## config.mk

```make
export PLATFORM = sky130hd
export DESIGN_NAME = ram_1p_arbiter_flat
export DESIGN_NICKNAME = d
export VERILOG_FILES = /design/src/rtl/ram_1p_arbiter_if.sv /design/src/rtl/ram_1p_arbiter.sv /design/src/flat_wrapper.sv
export SDC_FILE = /design/constraint.sdc
export NUM_CORES = 1
export LEC_CHECK = 0
export ABC_AREA = 1
export CAP_MARGIN = 25
export CORE_AREA = 4 4 119 121
export DETAILED_ROUTE_END_ITERATION = 6
export DIE_AREA = 0 0 123 125
export GPL_ROUTABILITY_DRIVEN = 0
export HOLD_SLACK_MARGIN = 0.1
export PLACE_DENSITY = 0.73
export SLEW_MARGIN = 20
export SYNTH_ARGS = -nofsm -noshare
export SYNTH_HDL_FRONTEND = slang
export SYNTH_SLANG_ARGS = --single-unit
export TNS_END_PERCENT = 20
```

## constraint.sdc

```tcl
create_clock -name clk_sys -period 3.57 [get_ports clk_sys]
set_input_delay 0.714 -clock clk_sys [delete_from_list [all_inputs] [get_ports clk_sys]]
set_output_delay 0.714 -clock clk_sys [all_outputs]
set_load 0.03 [all_outputs]
```

## src/rtl/ram_1p_arbiter_if.sv

```systemverilog
// Single-port SRAM request/grant/rvalid bus.
// The master issues requests; the slave grants them and returns read data.
interface ram_1p_arbiter_if #(
  parameter int AW = 32,
  parameter int DW = 32
);
  logic            req;
  logic            we;
  logic [DW/8-1:0] be;
  logic [AW-1:0]   addr;
  logic [DW-1:0]   wdata;
  logic            gnt;
  logic            rvalid;
  logic [DW-1:0]   rdata;

  modport master (output req, we, be, addr, wdata, input gnt, rvalid, rdata);
  modport slave  (input req, we, be, addr, wdata, output gnt, rvalid, rdata);
endinterface

```

## src/rtl/ram_1p_arbiter.sv

```systemverilog
// Two-port arbiter in front of a single-port SRAM, one transaction in flight at a time.
// Define ARB_ROUND_ROBIN_EN for round-robin on contention; otherwise port A has fixed priority.
module ram_1p_arbiter #(
  parameter int AW = 32,
  parameter int DW = 32
) (
  input  logic               clk_sys,
  input  logic               rst_sys_n,
  ram_1p_arbiter_if.slave    a_if,
  ram_1p_arbiter_if.slave    b_if,
  ram_1p_arbiter_if.master   mem_if,
  output logic               err_o
);

  typedef enum logic [1:0] {
    ST_IDLE = 2'd0,
    ST_REQ  = 2'd1,
    ST_RSP  = 2'd2
  } state_e;

  state_e          state_q, state_d;
  logic            owner_q, owner_d;   // 0 = port A, 1 = port B
  logic            we_q, we_d;
  logic [DW/8-1:0] be_q, be_d;
  logic [AW-1:0]   addr_q, addr_d;
  logic [DW-1:0]   wdata_q, wdata_d;
  logic            err_q, err_d;

  logic            win_b;
  logic            owner_req;
  logic            a_gnt, b_gnt, a_rvalid, b_rvalid;

`ifdef ARB_ROUND_ROBIN_EN
  // rr_q = 1 means port B takes the next contended arbitration
  logic rr_q, rr_d;

  always_comb begin
    win_b = b_if.req & (~a_if.req | rr_q);
    rr_d  = rr_q;
    if ((state_q == ST_IDLE) && (a_if.req || b_if.req)) begin
      rr_d = ~win_b;
    end
  end

  always_ff @(posedge clk_sys or negedge rst_sys_n) begin
    if (!rst_sys_n) begin
      rr_q <= 1'b0;
    end else begin
      rr_q <= rr_d;
    end
  end
`else
  always_comb begin
    win_b = b_if.req & ~a_if.req;
  end
`endif

  assign owner_req = owner_q ? b_if.req : a_if.req;

  always_comb begin
    state_d  = state_q;
    owner_d  = owner_q;
    we_d     = we_q;
    be_d     = be_q;
    addr_d   = addr_q;
    wdata_d  = wdata_q;
    err_d    = err_q;
    a_gnt    = 1'b0;
    b_gnt    = 1'b0;
    a_rvalid = 1'b0;
    b_rvalid = 1'b0;

    case (state_q)
      ST_IDLE: begin
        if (mem_if.gnt || mem_if.rvalid) begin
          err_d = 1'b1;
        end
        if (a_if.req || b_if.req) begin
          owner_d = win_b;
          we_d    = win_b ? b_if.we    : a_if.we;
          be_d    = win_b ? b_if.be    : a_if.be;
          addr_d  = win_b ? b_if.addr  : a_if.addr;
          wdata_d = win_b ? b_if.wdata : a_if.wdata;
          state_d = ST_REQ;
        end
      end
      ST_REQ: begin
        // Abandoned request still completes from the latched fields.
        if (!owner_req || mem_if.rvalid) begin
          err_d = 1'b1;
        end
        if (mem_if.gnt) begin
          a_gnt   = ~owner_q;
          b_gnt   = owner_q;
          state_d = ST_RSP;
        end
      end
      ST_RSP: begin
        if (mem_if.gnt) begin
          err_d = 1'b1;
        end
        if (mem_if.rvalid) begin
          a_rvalid = ~owner_q;
          b_rvalid = owner_q;
          state_d  = ST_IDLE;
        end
      end
      default: begin
        state_d = ST_IDLE;
      end
    endcase
  end

  always_ff @(posedge clk_sys or negedge rst_sys_n) begin
    if (!rst_sys_n) begin
      state_q <= ST_IDLE;
      owner_q <= 1'b0;
      we_q    <= 1'b0;
      be_q    <= '0;
      addr_q  <= '0;
      wdata_q <= '0;
      err_q   <= 1'b0;
    end else begin
      state_q <= state_d;
      owner_q <= owner_d;
      we_q    <= we_d;
      be_q    <= be_d;
      addr_q  <= addr_d;
      wdata_q <= wdata_d;
      err_q   <= err_d;
    end
  end

  assign mem_if.req   = (state_q == ST_REQ);
  assign mem_if.we    = we_q;
  assign mem_if.be    = be_q;
  assign mem_if.addr  = addr_q;
  assign mem_if.wdata = wdata_q;

  assign a_if.gnt     = a_gnt;
  assign b_if.gnt     = b_gnt;
  assign a_if.rvalid  = a_rvalid;
  assign b_if.rvalid  = b_rvalid;
  assign a_if.rdata   = mem_if.rdata;
  assign b_if.rdata   = mem_if.rdata;

  assign err_o        = err_q;

endmodule

```

## src/flat_wrapper.sv

```systemverilog
// flat-port wrapper written by rule: the top's interface ports become plain ports
module ram_1p_arbiter_flat 
#(
  parameter int AW = 32,
  parameter int DW = 32
)
  (clk_sys, rst_sys_n, err_o, a_if_req, a_if_we, a_if_be, a_if_addr, a_if_wdata, a_if_gnt, a_if_rvalid, a_if_rdata, b_if_req, b_if_we, b_if_be, b_if_addr, b_if_wdata, b_if_gnt, b_if_rvalid, b_if_rdata, mem_if_req, mem_if_we, mem_if_be, mem_if_addr, mem_if_wdata, mem_if_gnt, mem_if_rvalid, mem_if_rdata);
  ram_1p_arbiter_if #(.AW(AW), .DW(DW)) a_if_i ();
  ram_1p_arbiter_if #(.AW(AW), .DW(DW)) b_if_i ();
  ram_1p_arbiter_if #(.AW(AW), .DW(DW)) mem_if_i ();
  input  logic clk_sys;
  input  logic rst_sys_n;
  output logic err_o;
  input wire logic [$bits(a_if_i.req)-1:0] a_if_req;
  input wire logic [$bits(a_if_i.we)-1:0] a_if_we;
  input wire logic [$bits(a_if_i.be)-1:0] a_if_be;
  input wire logic [$bits(a_if_i.addr)-1:0] a_if_addr;
  input wire logic [$bits(a_if_i.wdata)-1:0] a_if_wdata;
  output wire logic [$bits(a_if_i.gnt)-1:0] a_if_gnt;
  output wire logic [$bits(a_if_i.rvalid)-1:0] a_if_rvalid;
  output wire logic [$bits(a_if_i.rdata)-1:0] a_if_rdata;
  input wire logic [$bits(b_if_i.req)-1:0] b_if_req;
  input wire logic [$bits(b_if_i.we)-1:0] b_if_we;
  input wire logic [$bits(b_if_i.be)-1:0] b_if_be;
  input wire logic [$bits(b_if_i.addr)-1:0] b_if_addr;
  input wire logic [$bits(b_if_i.wdata)-1:0] b_if_wdata;
  output wire logic [$bits(b_if_i.gnt)-1:0] b_if_gnt;
  output wire logic [$bits(b_if_i.rvalid)-1:0] b_if_rvalid;
  output wire logic [$bits(b_if_i.rdata)-1:0] b_if_rdata;
  output wire logic [$bits(mem_if_i.req)-1:0] mem_if_req;
  output wire logic [$bits(mem_if_i.we)-1:0] mem_if_we;
  output wire logic [$bits(mem_if_i.be)-1:0] mem_if_be;
  output wire logic [$bits(mem_if_i.addr)-1:0] mem_if_addr;
  output wire logic [$bits(mem_if_i.wdata)-1:0] mem_if_wdata;
  input wire logic [$bits(mem_if_i.gnt)-1:0] mem_if_gnt;
  input wire logic [$bits(mem_if_i.rvalid)-1:0] mem_if_rvalid;
  input wire logic [$bits(mem_if_i.rdata)-1:0] mem_if_rdata;
  assign a_if_i.req = a_if_req;
  assign a_if_i.we = a_if_we;
  assign a_if_i.be = a_if_be;
  assign a_if_i.addr = a_if_addr;
  assign a_if_i.wdata = a_if_wdata;
  assign a_if_gnt = a_if_i.gnt;
  assign a_if_rvalid = a_if_i.rvalid;
  assign a_if_rdata = a_if_i.rdata;
  assign b_if_i.req = b_if_req;
  assign b_if_i.we = b_if_we;
  assign b_if_i.be = b_if_be;
  assign b_if_i.addr = b_if_addr;
  assign b_if_i.wdata = b_if_wdata;
  assign b_if_gnt = b_if_i.gnt;
  assign b_if_rvalid = b_if_i.rvalid;
  assign b_if_rdata = b_if_i.rdata;
  assign mem_if_req = mem_if_i.req;
  assign mem_if_we = mem_if_i.we;
  assign mem_if_be = mem_if_i.be;
  assign mem_if_addr = mem_if_i.addr;
  assign mem_if_wdata = mem_if_i.wdata;
  assign mem_if_i.gnt = mem_if_gnt;
  assign mem_if_i.rvalid = mem_if_rvalid;
  assign mem_if_i.rdata = mem_if_rdata;
  ram_1p_arbiter #(.AW(AW), .DW(DW)) u_core (.clk_sys(clk_sys), .rst_sys_n(rst_sys_n), .a_if(a_if_i), .b_if(b_if_i), .mem_if(mem_if_i), .err_o(err_o));
endmodule
```

==> results of run 1 <==
[synth_stat cells]
library cell,number
nor2_1,4
dfrtp_1,73
buf_4,65
nand3_1,70
o21ai_4,1
inv_2,2
o21ai_0,3
nand2_1,358
buf_1,2
inv_1,6
clkbuf_1,21
buf_2,12
nor3_1,2
[cells by family (layout without fill, tap and decap cells)]
kind of cell / count (synthesis) / after routing / share of synthesized area [%]
AOI/OAI and AO/OA: 4 / 4 / 0.737
DFF: 73 / 73 / 43.1
buffers and inverters: 108 / 248 / 15.7
and+or+nand+nor: 434 / 434 / 40.5
[report_power, final]
group          switching [mW]  leakage (nW)  internal [mW]
Combinational            1.62          2.16           1.05
Sequential              0.202         0.905           1.22
Clock                   0.345         0.162          0.648
[critical path, cell delays in order]
cell and delay, ps:
clkdlybuf4s50_1 520, inv_1 80, nor3_1 190, clkdlybuf4s50_1 700
[per-layer routing]
layer / routed length, um / share of wire, %
met2: 6280 / 47
met5: 0 / 0
met4: 340 / 2.6
met3: 1070 / 8.1
met1: 5550 / 42
[registers in the layout (all words and copies together) (netlist names)]
signal,count
u_core.mem_if.we,1
u_core.mem_if.addr,32
u_core.err_o,1
u_core.mem_if.wdata,32
u_core.mem_if.be,4
u_core.owner_q,1
u_core.state_q,2
[layout make-up]
class / instances / area, um^2 / share of cell area, %
flip-flops and latches: 73 / 1830 / 28.5
clock buffers: 11 / 253 / 3.94
well taps: 176 / 220 / 3.43
repair buffers: 224 / 2260 / 35.2
multi-input cells: 438 / 1750 / 27.3
inverters: 8 / 30.0 / 0.468
clock inverters: 5 / 77.6 / 1.21
[how the worst max path moves through the flow]
stage                  startpoint     endpoint  slack (ps)  depth (start not counted)
global route        mem_if_rvalid  a_if_rvalid         560                          4
detailed placement  mem_if_rvalid  a_if_rvalid         640                          4
global placement    mem_if_rvalid  a_if_rvalid         650                          4
CTS                 mem_if_rvalid  a_if_rvalid         640                          4
floorplan           mem_if_rvalid  a_if_rvalid        1410                          2
finish              mem_if_rvalid  a_if_rvalid         650                          4
==> tab_implementation.tex, run 1 <==
\begin{tabular}{lr}
\hline
Metric & Value \\
\hline
\multicolumn{2}{l}{\textbf{Clocking}} \\
\quad Cts-stage hold buffer count & 0 \\
\quad Clock buffers created by TritonCTS & 9 \\
\quad Number of buffers between clock root and the deepest sink & 2 \\
\quad Count of clock tree sinks & 73 \\
\quad Clock H-tree levels & 3 \\
\quad Master cell of the clock root buffer & clkbuf\_16 \\
\quad Gates resized, CTS repair & 0 \\
\quad TritonCTS clock tree & yes \\
\quad Worst-skew pair later-pin latency & 320 ps \\
\quad Postcts setup bufs & 0 \\
\quad Clk pin slew, worst setup/hold paths & 60 ps \\
\multicolumn{2}{l}{\textbf{Worst hold path}} \\
\quad Path class of the lowest-slack min-delay path & in2async \\
\multicolumn{2}{l}{\textbf{Worst setup path}} \\
\quad Startpoint type of the worst setup path & primary input \\
\quad Origin of the critical flop-to-flop path & u\_core.state\_q[1] \\
\quad Endpoint class of the critical path & output pin \\
\quad Type of the worst setup path & in2out \\
\quad End of the worst register-to-register path & u\_core.mem\_if.addr[14] \\
\quad Largest fanout on the critical path & 4 \\
\quad Slack of the worst reg-to-reg path & 1920 ps \\
\quad Depth of the worst register-to-register path & 6 \\
\quad Worst EP required & 2860 ps \\
\quad Data arrival time of the critical path & 2200 ps \\
\multicolumn{2}{l}{\textbf{STA}} \\
\quad FMAX & 343 MHz \\
\quad Count of endpoints failing setup in the final report & 0 \\
\quad Transition time of the tightest slew-check pin & 793 ps \\
\quad Layout Skew & 6.54 ps \\
\quad Hold slack final & 339 ps \\
\quad Remaining max-slew budget at the tightest pin & 47.1\% \\
\quad RSZ-0062 raised after global routing & no \\
\quad Max-slew violation count & 0 \\
\quad Final worst setup slack & 654 ps \\
\quad Hold Vio Cnt, Final & 0 \\
\quad Post-Route Setup TNS & 0 ps \\
\quad Period minus WS final & 2920 ps \\
\quad Period utilization & 81.7\% \\
\multicolumn{2}{l}{\textbf{Logic synthesis}} \\
\quad Synth Net Count & 795 \\
\quad Post-synth design cell area & 0.00424 mm\^{}2 \\
\quad Largest cells by area after synthesis & dfrtp\_1, nand2\_1, buf\_4, nand3\_1, clkbuf\_1 \\
\quad Synth unique cells & 13 \\
\quad Yosys top cell area share & 43.1\% \\
\quad Syn avg cell area & 6.85 um\^{}2 \\
\quad Biggest area consumer among synthesized cells & dfrtp\_1 \\
\quad Sequential share of the synthesized area & 43.1\% \\
\quad Count of warnings emitted by yosys & 0 \\
\quad Count of state elements after synthesis & 73 \\
\quad Synthesized instance count & 619 \\
\multicolumn{2}{l}{\textbf{Route}} \\
\quad Post-route DRC & 0 \\
\quad Number of vias in the routed layout & 4136 \\
\quad Post-DRT Antenna Nets & 0 \\
\quad Routed wire length & 13.2 mm \\
\quad Routed wire length per instance & 14.2 um \\
\quad Drt first-iter violations & 283 \\
\quad Routed via count divided by cell count & 4.42 \\
\quad First-pass iteration count of the detailed router & 4 \\
\multicolumn{2}{l}{\textbf{GRT}} \\
\quad Global route hottest layer & met2 \\
\quad Met1 Track Usage GR & 20.6\% \\
\quad Met2 GRT Util & 27.9\% \\
\quad Via count of the first global-routing pass & 3950 \\
\quad Global-route wire length before repair & 20.5 mm \\
\quad Global Route Usage Sum & 16.7\% \\
\quad Antenna violations before repair & 0 \\
\quad Largest net degree at the start of global routing & 74 \\
\quad Global routing usage on met3 & 4.16\% \\
\quad Aggregate global routing overflow & 0 \\
\multicolumn{2}{l}{\textbf{Power}} \\
\quad Cell leakage power & 3.22 nW \\
\quad Peak supply drop & 0.000444 V \\
\quad Power density over the cells & 793 mW/mm\^{}2 \\
\quad Overall power & 5.09 mW \\
\multicolumn{2}{l}{\textbf{Floorplan}} \\
\quad Standard-cell rows & 42 \\
\quad Die height & 125 um \\
\quad Placeable core region & 0.0131 mm\^{}2 \\
\quad Initial core utilization & 32.4\% \\
\quad Top-Level Pins & 315 \\
\quad Area enclosed by the die boundary & 0.0154 mm\^{}2 \\
\quad Overall die width & 123 um \\
\multicolumn{2}{l}{\textbf{Final layout}} \\
\quad Final instance area & 0.00642 mm\^{}2 \\
\quad Area growth, synth to finish & 51.3\% \\
\quad Most used cells in the layout excluding fill and tap cells & nand2\_1, clkdlybuf4s50\_1, dfrtp\_1 \\
\quad Post-route non-filler standard cell count & 935 \\
\quad Final net count & 930 \\
\quad Filler cell count & 1279 \\
\quad Final Util & 49.0\% \\
\quad Number of antenna repair diodes & 0 \\
\quad Most common cell after layout, fill and taps aside & nand2\_1 \\
\quad Fraction of layout instances using a drive strength above 1 & 3.69\% \\
\multicolumn{2}{l}{\textbf{Place}} \\
\quad Input/output buffers & 218 \\
\quad Instance count after placement with tap cells included & 918 \\
\quad Placement Cell Area & 0.00607 mm\^{}2 \\
\quad Half-perimeter wire length after placement & 9.03 mm \\
\quad Pre-CTS worst setup slack & 643 ps \\
\multicolumn{2}{l}{\textbf{Flow run}} \\
\quad Number of max-cap violations & 0 \\
\multicolumn{2}{l}{\textbf{Status}} \\
\quad Outcome & finished, final reports clean \\
\hline
\end{tabular}
Power figures use the tool's default switching activity.
==> run 2, diff against run 1 <==
Settings changed: CORE_AREA 4 4 119 121 to unset, CORE_MARGIN set to 4, CORE_UTILIZATION set to 31, DIE_AREA 0 0 123 125 to unset.
Clock period 3.57 ns to 2.5 ns, I/O delays scaled along.
==> run 2 against run 1 <==
  * Cell area grew 0.20%
  * Die area grew 1.6%
  * Critical path type unchanged
  * Critical path depth is the same
  * Combinational power grew 43%
  * Flip-flop and latch count is the same
==> tab_implementation.tex, run 2 (same netlist as run 1, synthesis figures left out) <==
\begin{tabular}{lr}
\hline
Metric & Value \\
\hline
\multicolumn{2}{l}{\textbf{Worst setup path}} \\
\quad Endpoint class of the critical path & output pin \\
\quad Data arrival time of the critical path & 1880 ps \\
\quad Worst setup path startpoint & mem\_if\_gnt \\
\quad Setup crit end & b\_if\_gnt \\
\quad Worst Path Buf+Inv & 2 \\
\quad Origin of the critical flop-to-flop path & u\_core.state\_q[1] \\
\quad Type of the worst setup path & in2out \\
\quad Crit-path cells & clkdlybuf4s50\_1 > nand2\_1 > nor2\_1 > clkdlybuf4s50\_1 \\
\quad Worst path most repeated cell & clkdlybuf4s50\_1 \\
\quad Worst EP required & 2000 ps \\
\quad Depth of the worst register-to-register path & 6 \\
\quad Highest cell delay on the worst timing path & 680 ps \\
\quad Slack of the worst reg-to-reg path & 850 ps \\
\quad Slowest-stage cell, CP & clkdlybuf4s50\_1 \\
\quad Largest delay share family, worst path & buffers and inverters \\
\quad Largest fanout on the critical path & 3 \\
\quad Cell count along the critical path & 4 \\
\quad Startpoint type of the worst setup path & primary input \\
\quad End of the worst register-to-register path & u\_core.mem\_if.wdata[26] \\
\multicolumn{2}{l}{\textbf{Clocking}} \\
\quad Clock H-tree levels & 3 \\
\quad Worst-skew pair later-pin latency & 320 ps \\
\quad Clk pin slew, worst setup/hold paths & 60 ps \\
\quad Postcts setup bufs & 0 \\
\quad Cts-stage hold buffer count & 0 \\
\quad Count of clock tree sinks & 73 \\
\quad Gates resized, CTS repair & 0 \\
\quad TritonCTS clock tree & yes \\
\quad Number of buffers between clock root and the deepest sink & 2 \\
\quad Clock buffers created by TritonCTS & 9 \\
\quad Master cell of the clock root buffer & clkbuf\_16 \\
\multicolumn{2}{l}{\textbf{Route}} \\
\quad Detailed-route wire length on metal 1 & 5.44 mm \\
\quad Routed wire length per instance & 14.1 um \\
\quad Drt first-iter violations & 277 \\
\quad Post-route DRC & 0 \\
\quad Routed wire length & 13.3 mm \\
\quad DR WL met2 & 6.46 mm \\
\quad Met3 Wirelength & 1.04 mm \\
\quad First-pass iteration count of the detailed router & 4 \\
\quad Routed via count divided by cell count & 4.39 \\
\quad Top sig layer & met4 \\
\quad Post-DRT Antenna Nets & 0 \\
\quad Number of vias in the routed layout & 4116 \\
\multicolumn{2}{l}{\textbf{GRT}} \\
\quad Aggregate global routing overflow & 0 \\
\quad Antenna violations before repair & 0 \\
\quad Global Route Usage Sum & 16.5\% \\
\quad Global-route wire length before repair & 21.3 mm \\
\quad Via count of the first global-routing pass & 4051 \\
\quad Largest net degree at the start of global routing & 73 \\
\multicolumn{2}{l}{\textbf{Power}} \\
\quad Combinational share of power & 52.9\% \\
\quad Cell leakage power & 3.24 nW \\
\quad Peak supply drop & 0.000445 V \\
\quad Clk network pwr share & 19.0\% \\
\quad Net switching power & 3.11 mW \\
\quad Internal Dissipation & 4.14 mW \\
\quad Power density over the cells & 1130 mW/mm\^{}2 \\
\quad Power share of the sequential group & 28.1\% \\
\quad Switching fraction of total power & 42.9\% \\
\multicolumn{2}{l}{\textbf{STA}} \\
\quad Layout Skew & 8.51 ps \\
\quad RSZ-0062 raised after global routing & no \\
\quad Period utilization & 95.3\% \\
\quad Count of endpoints failing setup in the final report & 0 \\
\quad FMAX & 420 MHz \\
\quad Post-Route Setup TNS & 0 ps \\
\quad Period minus WS final & 2380 ps \\
\quad Max-slew violation count & 0 \\
\quad Final worst setup slack & 117 ps \\
\quad Hold Vio Cnt, Final & 0 \\
\quad Transition time of the tightest slew-check pin & 577 ps \\
\quad Remaining max-slew budget at the tightest pin & 61.5\% \\
\multicolumn{2}{l}{\textbf{Status}} \\
\quad Outcome & finished, final reports clean \\
\multicolumn{2}{l}{\textbf{Floorplan}} \\
\quad Placeable core region & 0.0133 mm\^{}2 \\
\quad Standard-cell rows & 42 \\
\quad Area enclosed by the die boundary & 0.0156 mm\^{}2 \\
\quad Top-Level Pins & 315 \\
\quad Initial core utilization & 31.9\% \\
\quad Overall die width & 125 um \\
\quad Die height & 125 um \\
\multicolumn{2}{l}{\textbf{Worst hold path}} \\
\quad Path class of the lowest-slack min-delay path & in2async \\
\multicolumn{2}{l}{\textbf{Final layout}} \\
\quad Final net count & 932 \\
\quad Most common cell after layout, fill and taps aside & nand2\_1 \\
\quad Most used cells in the layout excluding fill and tap cells & nand2\_1, clkdlybuf4s50\_1, dfrtp\_1 \\
\quad Number of antenna repair diodes & 0 \\
\quad Fraction of layout instances using a drive strength above 1 & 4.20\% \\
\quad Area growth, synth to finish & 51.6\% \\
\multicolumn{2}{l}{\textbf{Place}} \\
\quad Half-perimeter wire length after placement & 9.76 mm \\
\quad Pre-CTS worst setup slack & 126 ps \\
\quad Input/output buffers & 218 \\
\multicolumn{2}{l}{\textbf{Flow run}} \\
\quad Number of max-cap violations & 0 \\
\hline
\end{tabular}
## run 2: stage by stage
step                cells  total power [mW]  instance area (um^2)  util [%]  hold WS (ps)
floorplan             619              4.37                  4240         -           204
global placement      921              5.89                  6110      46.0           447
detailed placement    921              5.93                  6110      46.0           453
CTS                   937              7.36                  6430      48.4           122
global route          937              7.72                  6430      48.4           142
finish                937              7.25                  6430      48.4           116
## run 2: power groups by stage
stage | Clock (mW) | Sequential, mW | Combinational (mW)
floorplan | 0 | 3.08 | 1.29
global placement | 0 | 2.04 | 3.86
detailed placement | 0 | 2.04 | 3.90
CTS | 1.42 | 2.04 | 3.90
global route | 1.47 | 2.10 | 4.15
finish | 1.38 | 2.03 | 3.83
## run 2: metal layers
layer	vias to the layer above	track usage (%)
met5	-	0
met4	0	5.80
met3	39	5.03
met2	139	27.8
met1	1826	20.1
li1	2112	-
## run 2: how the worst min path moves through the flow
stage | end | slack, ps | depth (start not counted) | start
final | u_core.mem_if.addr[30] | 120 | 1 | rst_sys_n
after global routing | u_core.mem_if.addr[30] | 140 | 1 | rst_sys_n
after CTS | u_core.mem_if.addr[30] | 120 | 1 | rst_sys_n
after detailed placement | u_core.err_o | 450 | 2 | u_core.err_o
after global placement | u_core.err_o | 450 | 2 | u_core.err_o
after floorplan | u_core.err_o | 200 | 0 | rst_sys_n
## run 2: cell type report
type,count,area [um^2]
clock inverters,7,95.1
repair buffers,226,2280
fillers,1354,6870
flip-flops and latches,73,1830
multi-input cells,438,1750
inverters,8,30.0
well taps,176,220
clock buffers,9,225
## run 2: worst register-to-register path: stages (launching register included)
cell and delay (ps):
dfrtp_1 390, nor2_1 220, o21ai_4 110, inv_2 440, buf_12 280, nand2_1 100, nand2_1 60
==> run 3, diff against run 2 <==
Settings changed: CORE_AREA set to 2 2 124 126, CORE_MARGIN 4 to unset, CORE_UTILIZATION 31 to unset, DIE_AREA set to 0 0 126 128, PLACE_DENSITY 0.73 to 0.68.
==> run 3 against run 2 <==
  * First-iteration DRC count shrank 24%
  * Clock-buffer cell count grew 2
  * Die area is 3.3% higher
  * Combinational power about the same
  * Via count is 1.5% higher
  * Total power shrank 1.5%
  * Register-to-register slack hardly changed
==> tab_implementation.tex, run 3 (same netlist as run 1, synthesis figures left out) <==
\begin{tabular}{lr}
\hline
Metric & Value \\
\hline
\multicolumn{2}{l}{\textbf{Status}} \\
\quad Outcome & finished, final reports clean \\
\multicolumn{2}{l}{\textbf{GRT}} \\
\quad Global Route Usage Sum & 16.0\% \\
\quad Global-route wire length before repair & 20.7 mm \\
\quad Antenna violations before repair & 0 \\
\quad Largest net degree at the start of global routing & 73 \\
\quad Aggregate global routing overflow & 0 \\
\quad Via count of the first global-routing pass & 4035 \\
\multicolumn{2}{l}{\textbf{Worst setup path}} \\
\quad Highest cell delay on the worst timing path & 700 ps \\
\quad Crit-path cells & clkdlybuf4s50\_1 > inv\_1 > nor3\_1 > clkdlybuf4s50\_1 \\
\quad Endpoint class of the critical path & output pin \\
\quad Slowest-stage cell, CP & clkdlybuf4s50\_1 \\
\quad Data arrival time of the critical path & 1920 ps \\
\quad Startpoint type of the worst setup path & primary input \\
\quad Worst EP required & 2000 ps \\
\quad Origin of the critical flop-to-flop path & u\_core.state\_q[1] \\
\quad Depth of the worst register-to-register path & 6 \\
\quad Worst path most repeated cell & clkdlybuf4s50\_1 \\
\quad Type of the worst setup path & in2out \\
\quad Largest fanout on the critical path & 2 \\
\quad Slack of the worst reg-to-reg path & 840 ps \\
\quad End of the worst register-to-register path & u\_core.mem\_if.addr[21] \\
\multicolumn{2}{l}{\textbf{STA}} \\
\quad Max-slew violation count & 0 \\
\quad Period utilization & 96.8\% \\
\quad Hold Vio Cnt, Final & 0 \\
\quad RSZ-0062 raised after global routing & no \\
\quad Post-Route Setup TNS & 0 ps \\
\quad FMAX & 413 MHz \\
\quad Final worst setup slack & 79.5 ps \\
\quad Remaining max-slew budget at the tightest pin & 51.0\% \\
\quad Transition time of the tightest slew-check pin & 735 ps \\
\quad Layout Skew & 9.30 ps \\
\quad Count of endpoints failing setup in the final report & 0 \\
\quad Period minus WS final & 2420 ps \\
\multicolumn{2}{l}{\textbf{Clocking}} \\
\quad Gates resized, CTS repair & 0 \\
\quad Clock H-tree levels & 3 \\
\quad Postcts setup bufs & 0 \\
\quad TritonCTS clock tree & yes \\
\quad Clock buffers created by TritonCTS & 9 \\
\quad Number of buffers between clock root and the deepest sink & 2 \\
\quad Count of clock tree sinks & 73 \\
\quad Clk pin slew, worst setup/hold paths & 60 ps \\
\quad Cts-stage hold buffer count & 0 \\
\quad Master cell of the clock root buffer & clkbuf\_16 \\
\quad Worst-skew pair later-pin latency & 330 ps \\
\multicolumn{2}{l}{\textbf{Final layout}} \\
\quad Final net count & 934 \\
\quad Most common cell after layout, fill and taps aside & nand2\_1 \\
\quad Most used cells in the layout excluding fill and tap cells & nand2\_1, clkdlybuf4s50\_1, dfrtp\_1 \\
\quad Number of antenna repair diodes & 0 \\
\quad Post-route non-filler standard cell count & 951 \\
\quad Area growth, synth to finish & 51.8\% \\
\quad Fraction of layout instances using a drive strength above 1 & 4.19\% \\
\multicolumn{2}{l}{\textbf{Floorplan}} \\
\quad Standard-cell rows & 45 \\
\quad Die height & 128 um \\
\quad Area enclosed by the die boundary & 0.0161 mm\^{}2 \\
\quad Overall die width & 126 um \\
\quad Initial core utilization & 28.5\% \\
\quad Top-Level Pins & 315 \\
\quad Placeable core region & 0.0149 mm\^{}2 \\
\multicolumn{2}{l}{\textbf{Place}} \\
\quad Instance count after placement with tap cells included & 935 \\
\quad Pre-CTS worst setup slack & 93.8 ps \\
\quad Input/output buffers & 218 \\
\quad Half-perimeter wire length after placement & 8.99 mm \\
\multicolumn{2}{l}{\textbf{Power}} \\
\quad Overall power & 7.14 mW \\
\quad Power density over the cells & 1110 mW/mm\^{}2 \\
\quad Peak supply drop & 0.000454 V \\
\quad Cell leakage power & 3.23 nW \\
\multicolumn{2}{l}{\textbf{Route}} \\
\quad First-pass iteration count of the detailed router & 4 \\
\quad Post-DRT Antenna Nets & 0 \\
\quad Post-route DRC & 0 \\
\quad Number of vias in the routed layout & 4176 \\
\quad Drt first-iter violations & 211 \\
\quad Routed via count divided by cell count & 4.39 \\
\quad Routed wire length per instance & 13.4 um \\
\quad Routed wire length & 12.7 mm \\
\multicolumn{2}{l}{\textbf{Worst hold path}} \\
\quad Path class of the lowest-slack min-delay path & in2async \\
\multicolumn{2}{l}{\textbf{Flow run}} \\
\quad Number of max-cap violations & 0 \\
\hline
\end{tabular}
==> run 3: cell types whose count changed in the layout (fill, tap and decap cells not counted) <==
| cell | delta |
|---|---|
| clkdlybuf4s50_1 | +1 |
| clkbuf_1 | +1 |
| clkinvlp_4 | +1 |
| clkinv_4 | -2 |
| buf_4 | +1 |
| bufinv_16 | -1 |
| clkbuf_8 | +1 |
==> run 3: area by class of cell <==
type / instances / area, um^2
repair buffers: 228 / 2300
well taps: 188 / 235
clock inverters: 5 / 55.1
inverters: 8 / 30.0
clock buffers: 11 / 243
multi-input cells: 438 / 1750
flip-flops and latches: 73 / 1830
fillers: 1523 / 8420
==> run 3: per-layer routing <==
layer / wire (um) / global-route usage [%] / share of wire (%)
met1: 5520 / 20.2 / 43
met2: 6100 / 26.4 / 48
met3: 802 / 3.51 / 6.3
met4: 307 / 6.79 / 2.4
met5: 0 / 0 / 0
==> run 3: critical path: cells and delay by family <==
kind                   cells  cell delay [ps]
AND/OR/NAND/NOR            1              190
buffers and inverters      3             1240
==> run 3: worst max path at each step <==
stage / start / endpoint / slack (ps) / cells after the start
after CTS: mem_if_rvalid / a_if_rvalid / 90 / 4
after floorplan: u_core.state_q[1] / a_if_gnt / 730 / 5
final: mem_if_rvalid / a_if_rvalid / 80 / 4
after global placement: mem_if_rvalid / a_if_rvalid / 110 / 4
after global routing: mem_if_rvalid / a_if_rvalid / 10 / 4
after detailed placement: mem_if_rvalid / a_if_rvalid / 90 / 4
==> run 3: metrics by stage <==
stage               area, um^2  hold slack [ps]  util, %
finish                    6440              104     43.3
global route              6440              137     43.3
CTS                       6440              118     43.3
detailed placement        6140              464     41.3
global placement          6140              448     41.3
floorplan                 4240              204        -
==> run 3: where the power goes <==
part	internal, mW	switching [mW]
combinational	1.51	2.30
clock	0.796	0.483
sequential	1.74	0.303
